--- config.mk ---
export PLATFORM = sky130hd
export DESIGN_NAME = uart_cmd_decoder
export DESIGN_NICKNAME = d
export VERILOG_FILES = /design/src/rtl/uart_cmd_decoder.sv
export SDC_FILE = /design/constraint.sdc
export NUM_CORES = 1
export LEC_CHECK = 0
export CORE_MARGIN = 5
export CORE_UTILIZATION = 50
export DETAILED_ROUTE_END_ITERATION = 8
export GPL_TIMING_DRIVEN = 0
export PLACE_DENSITY = 0.72
export SLEW_MARGIN = 20
export SYNTH_ARGS = -nofsm -noshare
export SYNTH_HDL_FRONTEND = slang
export SYNTH_SLANG_ARGS = --single-unit
--- constraint.sdc ---
create_clock -name clk -period 4.6 [get_ports clk]
set_clock_uncertainty 0.05 [all_clocks]
set_input_delay 0.46 -clock clk [delete_from_list [all_inputs] [get_ports clk]]
set_output_delay 0.46 -clock clk [all_outputs]
set_load 0.05 [all_outputs]
--- src/rtl/uart_cmd_decoder.sv ---
// uart_cmd_decoder: assembles 14-byte UART command frames
// (2-byte header, 10-byte payload, 0x0D 0x0A trailer), validates and clamps
// them, and drives the registered control outputs of the audio effect chain.
module uart_cmd_decoder #(
    parameter int CLK_FRE    = 27,    // MHz
    parameter int TIMEOUT_US = 2000,  // inter-byte timeout
    parameter int ECHO_MAX   = 50     // max echo/reverb delay code
) (
    input  logic        clk,
    input  logic        rst_n,
    input  logic [7:0]  rx_data,
    input  logic        rx_data_valid,
    output logic [79:0] all_gain,
    output logic        gain_change,
    output logic [7:0]  relay,
    output logic [1:0]  echo_gain,
    output logic [2:0]  drya,
    output logic [3:0]  factor,
    output logic        eq_switch,
    output logic        echo_switch,
    output logic        reverb_switch,
    output logic        frame_ok,
    output logic        frame_err,
    output logic [7:0]  err_cnt
);

    localparam int          TMO_CYCLES = CLK_FRE * TIMEOUT_US;
    localparam int          TW         = $clog2(TMO_CYCLES + 1);
    localparam logic [TW-1:0] TMO_LAST = TW'(TMO_CYCLES - 1);
    localparam logic [7:0]  ECHO_MAX_B = 8'(ECHO_MAX);
    localparam logic [79:0] GAIN_RST   = {8'd4, 8'd4, 8'd4, 56'd0};

    typedef enum logic [2:0] {S_IDLE, S_HDR1, S_PAYLOAD, S_TR0, S_TR1, S_APPLY} state_e;
    typedef enum logic [2:0] {K_NONE, K_EQ, K_ECHO, K_REVERB, K_FACTOR,
                              K_EQ_SW, K_ECHO_SW, K_REVERB_SW} kind_e;

    // A byte that can open a frame.
    function automatic logic is_h0(input logic [7:0] b);
        return b inside {8'hFE, 8'h0A, 8'h0C, 8'h0B, 8'h12, 8'h13, 8'h31};
    endfunction

    // Frame kind selected by a header pair; K_NONE if the pair is not a header.
    function automatic kind_e pair_kind(input logic [7:0] h0, input logic [7:0] h1);
        unique case ({h0, h1})
            16'hFEFE: return K_EQ;
            16'h0A0B: return K_ECHO;
            16'h0C0D: return K_REVERB;
            16'h0B0C: return K_FACTOR;
            16'h1231: return K_EQ_SW;
            16'h1342: return K_ECHO_SW;
            16'h3132: return K_REVERB_SW;
            default:  return K_NONE;
        endcase
    endfunction

    // Switch command: returns {accepted, new value}.
    function automatic logic [1:0] switch_next(input logic cur, input logic [7:0] p0);
        unique case (p0)
            8'h00:   return 2'b10;
            8'h01:   return 2'b11;
            8'hFF:   return {1'b1, ~cur};
            default: return {1'b0, cur};
        endcase
    endfunction

    state_e        state_q, state_d;
    kind_e         kind_q, kind_d, hdr_kind;
    logic [7:0]    h0_q, h0_d;
    logic [79:0]   payload_q, payload_d;  // P0 lands in [79:72] after 10 shifts
    logic [3:0]    cnt_q, cnt_d;
    logic [TW-1:0] tmr_q, tmr_d;
    logic [79:0]   all_gain_q, all_gain_d;
    logic [7:0]    relay_q, relay_d;
    logic [1:0]    echo_gain_q, echo_gain_d;
    logic [2:0]    drya_q, drya_d;
    logic [3:0]    factor_q, factor_d;
    logic          eq_sw_q, eq_sw_d, echo_sw_q, echo_sw_d, rev_sw_q, rev_sw_d;
    logic          frame_ok_q, frame_ok_d, frame_err_q, frame_err_d;
    logic          gain_change_q, gain_change_d;
    logic [7:0]    err_cnt_q, err_cnt_d;
    logic [1:0]    sw;
    logic          busy, timeout;

    logic [7:0] p0, p8, p9;
    assign p0 = payload_q[79:72];
    assign p8 = payload_q[15:8];
    assign p9 = payload_q[7:0];

    // The inter-byte timer only runs while a frame is partially received.
    assign busy    = state_q inside {S_HDR1, S_PAYLOAD, S_TR0, S_TR1};
    assign timeout = busy && !rx_data_valid && (tmr_q == TMO_LAST);

    // Next-state, frame assembly and apply logic.
    always_comb begin
        // NOTE: every signal gets a default first so no path leaves it unassigned (no latches).
        state_d       = state_q;
        kind_d        = kind_q;
        h0_d          = h0_q;
        payload_d     = payload_q;
        cnt_d         = cnt_q;
        all_gain_d    = all_gain_q;
        relay_d       = relay_q;
        echo_gain_d   = echo_gain_q;
        drya_d        = drya_q;
        factor_d      = factor_q;
        eq_sw_d       = eq_sw_q;
        echo_sw_d     = echo_sw_q;
        rev_sw_d      = rev_sw_q;
        frame_ok_d    = 1'b0;
        frame_err_d   = 1'b0;
        gain_change_d = 1'b0;
        hdr_kind      = K_NONE;
        sw            = 2'b00;
        tmr_d         = (busy && !rx_data_valid && !timeout) ? tmr_q + TW'(1) : '0;

        unique case (state_q)
            S_IDLE: begin
                if (rx_data_valid && is_h0(rx_data)) begin
                    h0_d    = rx_data;
                    state_d = S_HDR1;
                end
            end
            S_HDR1: begin
                if (rx_data_valid) begin
                    hdr_kind = pair_kind(h0_q, rx_data);
                    if (hdr_kind != K_NONE) begin
                        kind_d  = hdr_kind;
                        cnt_d   = '0;
                        state_d = S_PAYLOAD;
                    end else if (is_h0(rx_data)) begin
                        h0_d = rx_data;  // stray byte may itself start a frame
                    end else begin
                        state_d = S_IDLE;
                    end
                end else if (timeout) begin
                    state_d = S_IDLE;
                end
            end
            S_PAYLOAD: begin
                if (rx_data_valid) begin
                    payload_d = {payload_q[71:0], rx_data};
                    if (cnt_q == 4'd9) begin
                        cnt_d   = '0;
                        state_d = S_TR0;
                    end else begin
                        cnt_d = cnt_q + 4'd1;
                    end
                end else if (timeout) begin
                    state_d     = S_IDLE;
                    frame_err_d = 1'b1;
                end
            end
            S_TR0, S_TR1: begin
                if (rx_data_valid) begin
                    if (state_q == S_TR0 && rx_data == 8'h0D) begin
                        state_d = S_TR1;
                    end else if (state_q == S_TR1 && rx_data == 8'h0A) begin
                        state_d = S_APPLY;
                    end else begin
                        state_d     = S_IDLE;
                        frame_err_d = 1'b1;
                    end
                end else if (timeout) begin
                    state_d     = S_IDLE;
                    frame_err_d = 1'b1;
                end
            end
            S_APPLY: begin
                frame_ok_d = 1'b1;
                unique case (kind_q)
                    K_EQ: begin
                        all_gain_d    = payload_q;
                        gain_change_d = 1'b1;
                    end
                    K_ECHO: begin
                        relay_d     = (p9 > ECHO_MAX_B) ? ECHO_MAX_B : p9;
                        echo_gain_d = (p8 > 8'd3) ? 2'd3 : p8[1:0];
                    end
                    K_REVERB: begin
                        relay_d = (p9 > ECHO_MAX_B) ? ECHO_MAX_B : p9;
                        drya_d  = (p8 > 8'd7) ? 3'd7 : p8[2:0];
                    end
                    K_FACTOR: begin
                        if (p9 == 8'd0 || p9 > 8'd15) frame_ok_d = 1'b0;
                        else                           factor_d   = p9[3:0];
                    end
                    K_EQ_SW: begin
                        sw = switch_next(eq_sw_q, p0);
                        eq_sw_d    = sw[0];
                        frame_ok_d = sw[1];
                    end
                    K_ECHO_SW: begin
                        sw = switch_next(echo_sw_q, p0);
                        echo_sw_d  = sw[0];
                        frame_ok_d = sw[1];
                    end
                    K_REVERB_SW: begin
                        sw = switch_next(rev_sw_q, p0);
                        rev_sw_d   = sw[0];
                        frame_ok_d = sw[1];
                    end
                    default: frame_ok_d = 1'b0;
                endcase
                frame_err_d = !frame_ok_d;
                // A byte arriving now is handled as if in IDLE so it is not lost.
                state_d = S_IDLE;
                if (rx_data_valid && is_h0(rx_data)) begin
                    h0_d    = rx_data;
                    state_d = S_HDR1;
                end
            end
            default: state_d = S_IDLE;
        endcase

        err_cnt_d = (frame_err_d && err_cnt_q != 8'hFF) ? err_cnt_q + 8'd1 : err_cnt_q;
    end

    // All state and registered outputs; async reset restores power-on values.
    always_ff @(posedge clk or negedge rst_n) begin
        if (!rst_n) begin
            state_q       <= S_IDLE;
            kind_q        <= K_NONE;
            h0_q          <= '0;
            payload_q     <= '0;
            cnt_q         <= '0;
            tmr_q         <= '0;
            all_gain_q    <= GAIN_RST;
            relay_q       <= 8'd40;
            echo_gain_q   <= 2'd2;
            drya_q        <= 3'd3;
            factor_q      <= 4'd1;
            eq_sw_q       <= 1'b0;
            echo_sw_q     <= 1'b0;
            rev_sw_q      <= 1'b0;
            frame_ok_q    <= 1'b0;
            frame_err_q   <= 1'b0;
            gain_change_q <= 1'b0;
            err_cnt_q     <= '0;
        end else begin
            // NOTE: non-blocking assignments so every flop samples pre-edge values.
            state_q       <= state_d;
            kind_q        <= kind_d;
            h0_q          <= h0_d;
            payload_q     <= payload_d;
            cnt_q         <= cnt_d;
            tmr_q         <= tmr_d;
            all_gain_q    <= all_gain_d;
            relay_q       <= relay_d;
            echo_gain_q   <= echo_gain_d;
            drya_q        <= drya_d;
            factor_q      <= factor_d;
            eq_sw_q       <= eq_sw_d;
            echo_sw_q     <= echo_sw_d;
            rev_sw_q      <= rev_sw_d;
            frame_ok_q    <= frame_ok_d;
            frame_err_q   <= frame_err_d;
            gain_change_q <= gain_change_d;
            err_cnt_q     <= err_cnt_d;
        end
    end

    assign all_gain      = all_gain_q;
    assign gain_change   = gain_change_q;
    assign relay         = relay_q;
    assign echo_gain     = echo_gain_q;
    assign drya          = drya_q;
    assign factor        = factor_q;
    assign eq_switch     = eq_sw_q;
    assign echo_switch   = echo_sw_q;
    assign reverb_switch = rev_sw_q;
    assign frame_ok      = frame_ok_q;
    assign frame_err     = frame_err_q;
    assign err_cnt       = err_cnt_q;

endmodule
==> results.toml <==
[route]
via_per_inst = 5.28
drcViolationCount = 0
firstDrtPassIters = 7
vias = 7620
finalWirelength_mm = 22.4
drtIter0Drc = 467
ant_nets = 0
drt-wirelength-per-cell_um = 15.5

[run_status]
status = "completed"

[cts]
insertion_delay_ns = 0.51
clk_pin_slew_ns = 0.06
post_cts_resized = 0
cts.htree.levels = 1
tritoncts = "done"
clockBufferDepth = 3
cts_buffers = 24
cts_root_buf = "clkbuf_16"
cts.sinks = 225

[synth]
seq_area_frac_synth = 0.592
synth_seq_cells = 225
synth_nets = 1059
async_flop_share = 1.00
synth_top_flop_cell = "dfrtp_1"
syn_area_per_cell_um2 = 9.13
synth_cell_types = 61
synth-edff-count = 0
yosysWarningCount = 0
synth_area_um2 = 9530
syn_inst = 1044

[die]
die_area_um2 = 21900
die_h_um = 148
die_x_um = 148
pin_count = 122
start_util = 0.508
num_rows = 50
core_area_um2 = 18800

[final_layout]
final_common_cell = "nand2_1"
final_cell_mix = "nand2_1 (502), dfrtp_1 (216), clkdlybuf4s50_1 (117)"
nFillCells = 1587
syn2layout_area_growth_pct = 24.5
seqCellArea_um2 = 5640
num-nets-final = 1206
drive_gt1_frac = 0.0645
design_area_um2 = 11900
diodes = 0
multi_input_area_um2 = 3700

[sta]
max-slew-margin-rel = 0.439
worstMarginPinSlew_ns = 0.841
setup_ws_ns = 1.85
rsz0062_at_grt = "false"
fin_crit_ns = 2.75
setup_viol = 0
maxSlewViolCount = 0
hold_viol = 0
fmax_mhz = 364
period_share = 0.598
hold-worst-slack_ns = 0.309
fin_tns_setup_ns = 0

[global_route]
grt_max_degree = 82
grt_remaining_overflow = 0
grt_usage = 0.205
antenna_found_initial = 0
grt_pass1_vias = 7439
grt_pass1_wl_mm = 37.3

[worst_setup_path]
critPathCaptureType = "register"
cp_max_fo = 8
path_class = "reg2reg"
critPathRequiredTime_ns = 4.94
cp_data_arrival_time_ns = 3.09
critPathLaunchType = "register"

[placed_design]
numPortBuffers = 118
placed_area_um2 = 11100
hpwl_mm = 15.5
pre_cts_ws_ns = 1.39
place.gp.congestion = 0.865

[pwr]
p_leak_nw = 5.92
power.density_nw_per_um2 = 345
max-vdd-ir-drop_mv = 0.243

[min_path]
min_path_type = "in2reg"

[run]
maxCapViolations = 0
-- Yosys cell counts, types with 3 or more instances --
| cell type | number | area (um^2) |
|---|---|---|
| a21oi_1 | 13 | 65.1 |
| a22o_1 | 3 | 26.3 |
| a31oi_1 | 6 | 37.5 |
| and2_1 | 6 | 37.5 |
| and3_1 | 10 | 62.6 |
| and4b_1 | 3 | 30.0 |
| clkbuf_1 | 42 | 158 |
| dfrtp_1 | 216 | 5410 |
| dfstp_2 | 9 | 236 |
| ha_1 | 4 | 50.1 |
| inv_1 | 8 | 30.0 |
| mux2_2 | 13 | 146 |
| nand2_1 | 502 | 1880 |
| nand2b_1 | 7 | 43.8 |
| nand3_1 | 14 | 70.1 |
| nand3b_1 | 5 | 37.5 |
| nand4_1 | 11 | 68.8 |
| nand4b_1 | 3 | 26.3 |
| nor2_1 | 44 | 165 |
| nor2b_1 | 4 | 25.0 |
| nor3_1 | 12 | 60.1 |
| nor4_1 | 9 | 56.3 |
| nor4bb_1 | 3 | 30.0 |
| o211ai_1 | 6 | 45.0 |
| o21ai_0 | 17 | 85.1 |
| o22a_1 | 3 | 26.3 |
| o32ai_1 | 3 | 26.3 |
| or2_2 | 5 | 31.3 |
| or3_1 | 6 | 37.5 |
| or4_1 | 4 | 30.0 |
| xnor2_1 | 10 | 87.6 |
| xor2_1 | 8 | 70.1 |
-- critical path, cell delays in order, from the launching register on --
cell and delay, ns:
dfrtp_1 0.44, or4b_1 0.53, or4_1 0.53, nor2b_4 0.18
a211oi_4 0.40, o2111ai_2 0.19, mux2_4 0.32
-- metal layers --
| metal | GRT usage | share of wire | wire (um) |
|---|---|---|---|
| met1 | 0.298 | 0.47 | 10600 |
| met3 | 0.0347 | 0.049 | 1100 |
| met4 | 0.0522 | 0.019 | 434 |
| met5 | 0 | 0 | 0 |
| met2 | 0.324 | 0.46 | 10300 |
-- through the flow --
stage | cells | utilization | power (mW)
after floorplan | 1044 | - | 2.14
after global placement | 1396 | 0.586 | 2.21
after detailed placement | 1398 | 0.590 | 2.22
after CTS | 1443 | 0.632 | 4.13
after global routing | 1443 | 0.632 | 4.25
final | 1443 | 0.632 | 4.09
-- sequential cells by signal, summed over array words and instances (netlist names), 4 cells and up --
signal     count
cnt_q          4
tmr_q         16
h0_q           8
payload_q     80
all_gain      80
factor         4
relay          8
err_cnt        8
-- path summary, 6_finish.rpt --
check,depth (start not counted),start,endpoint,slack (ns)
max in group asynchronous,3,rst_n,drya[0],3.18
max reg2reg,6,tmr_q[11],err_cnt[7],1.85
min in group asynchronous,2,rst_n,h0_q[0],0.49
max,6,tmr_q[11],err_cnt[7],1.85
min,3,rx_data[5],payload_q[5],0.31
min reg2reg,2,all_gain[58],all_gain[58],0.41
-- logic make-up after synthesis --
group	share of synthesized area
multiplexers	0.0196
adder cells (fa/ha/maj)	0.00525
buffers and inverters	0.0205
XOR/XNOR	0.0165
AND/OR/NAND/NOR	0.289
flip-flops	0.592
AO/OA/AOI/OAI	0.0575
-- timing repair --
item | in CTS | in global routing
hold buffers | 1 | 0
endpoints found under the hold margin | 77 | 0
buffers inserted | 0 | 0
-- area by class of cell --
type	count	area share
well taps	234	0.0247
flip-flops and latches	225	0.476
clock inverters	11	0.00939
multi-input cells	767	0.312
clock buffers	33	0.0569
repair buffers	121	0.105
plain buffers	43	0.0136
inverters	9	0.00285
-- where the power goes --
part,leakage [nW],internal (mW),total [mW],switching [mW]
Clock,0.390,1.14,1.91,0.766
Combinational,2.45,0.0553,0.141,0.0860
Sequential,3.08,2.00,2.04,0.0404
Total,5.92,3.20,4.09,0.892
(Power assumes the default switching activity.)
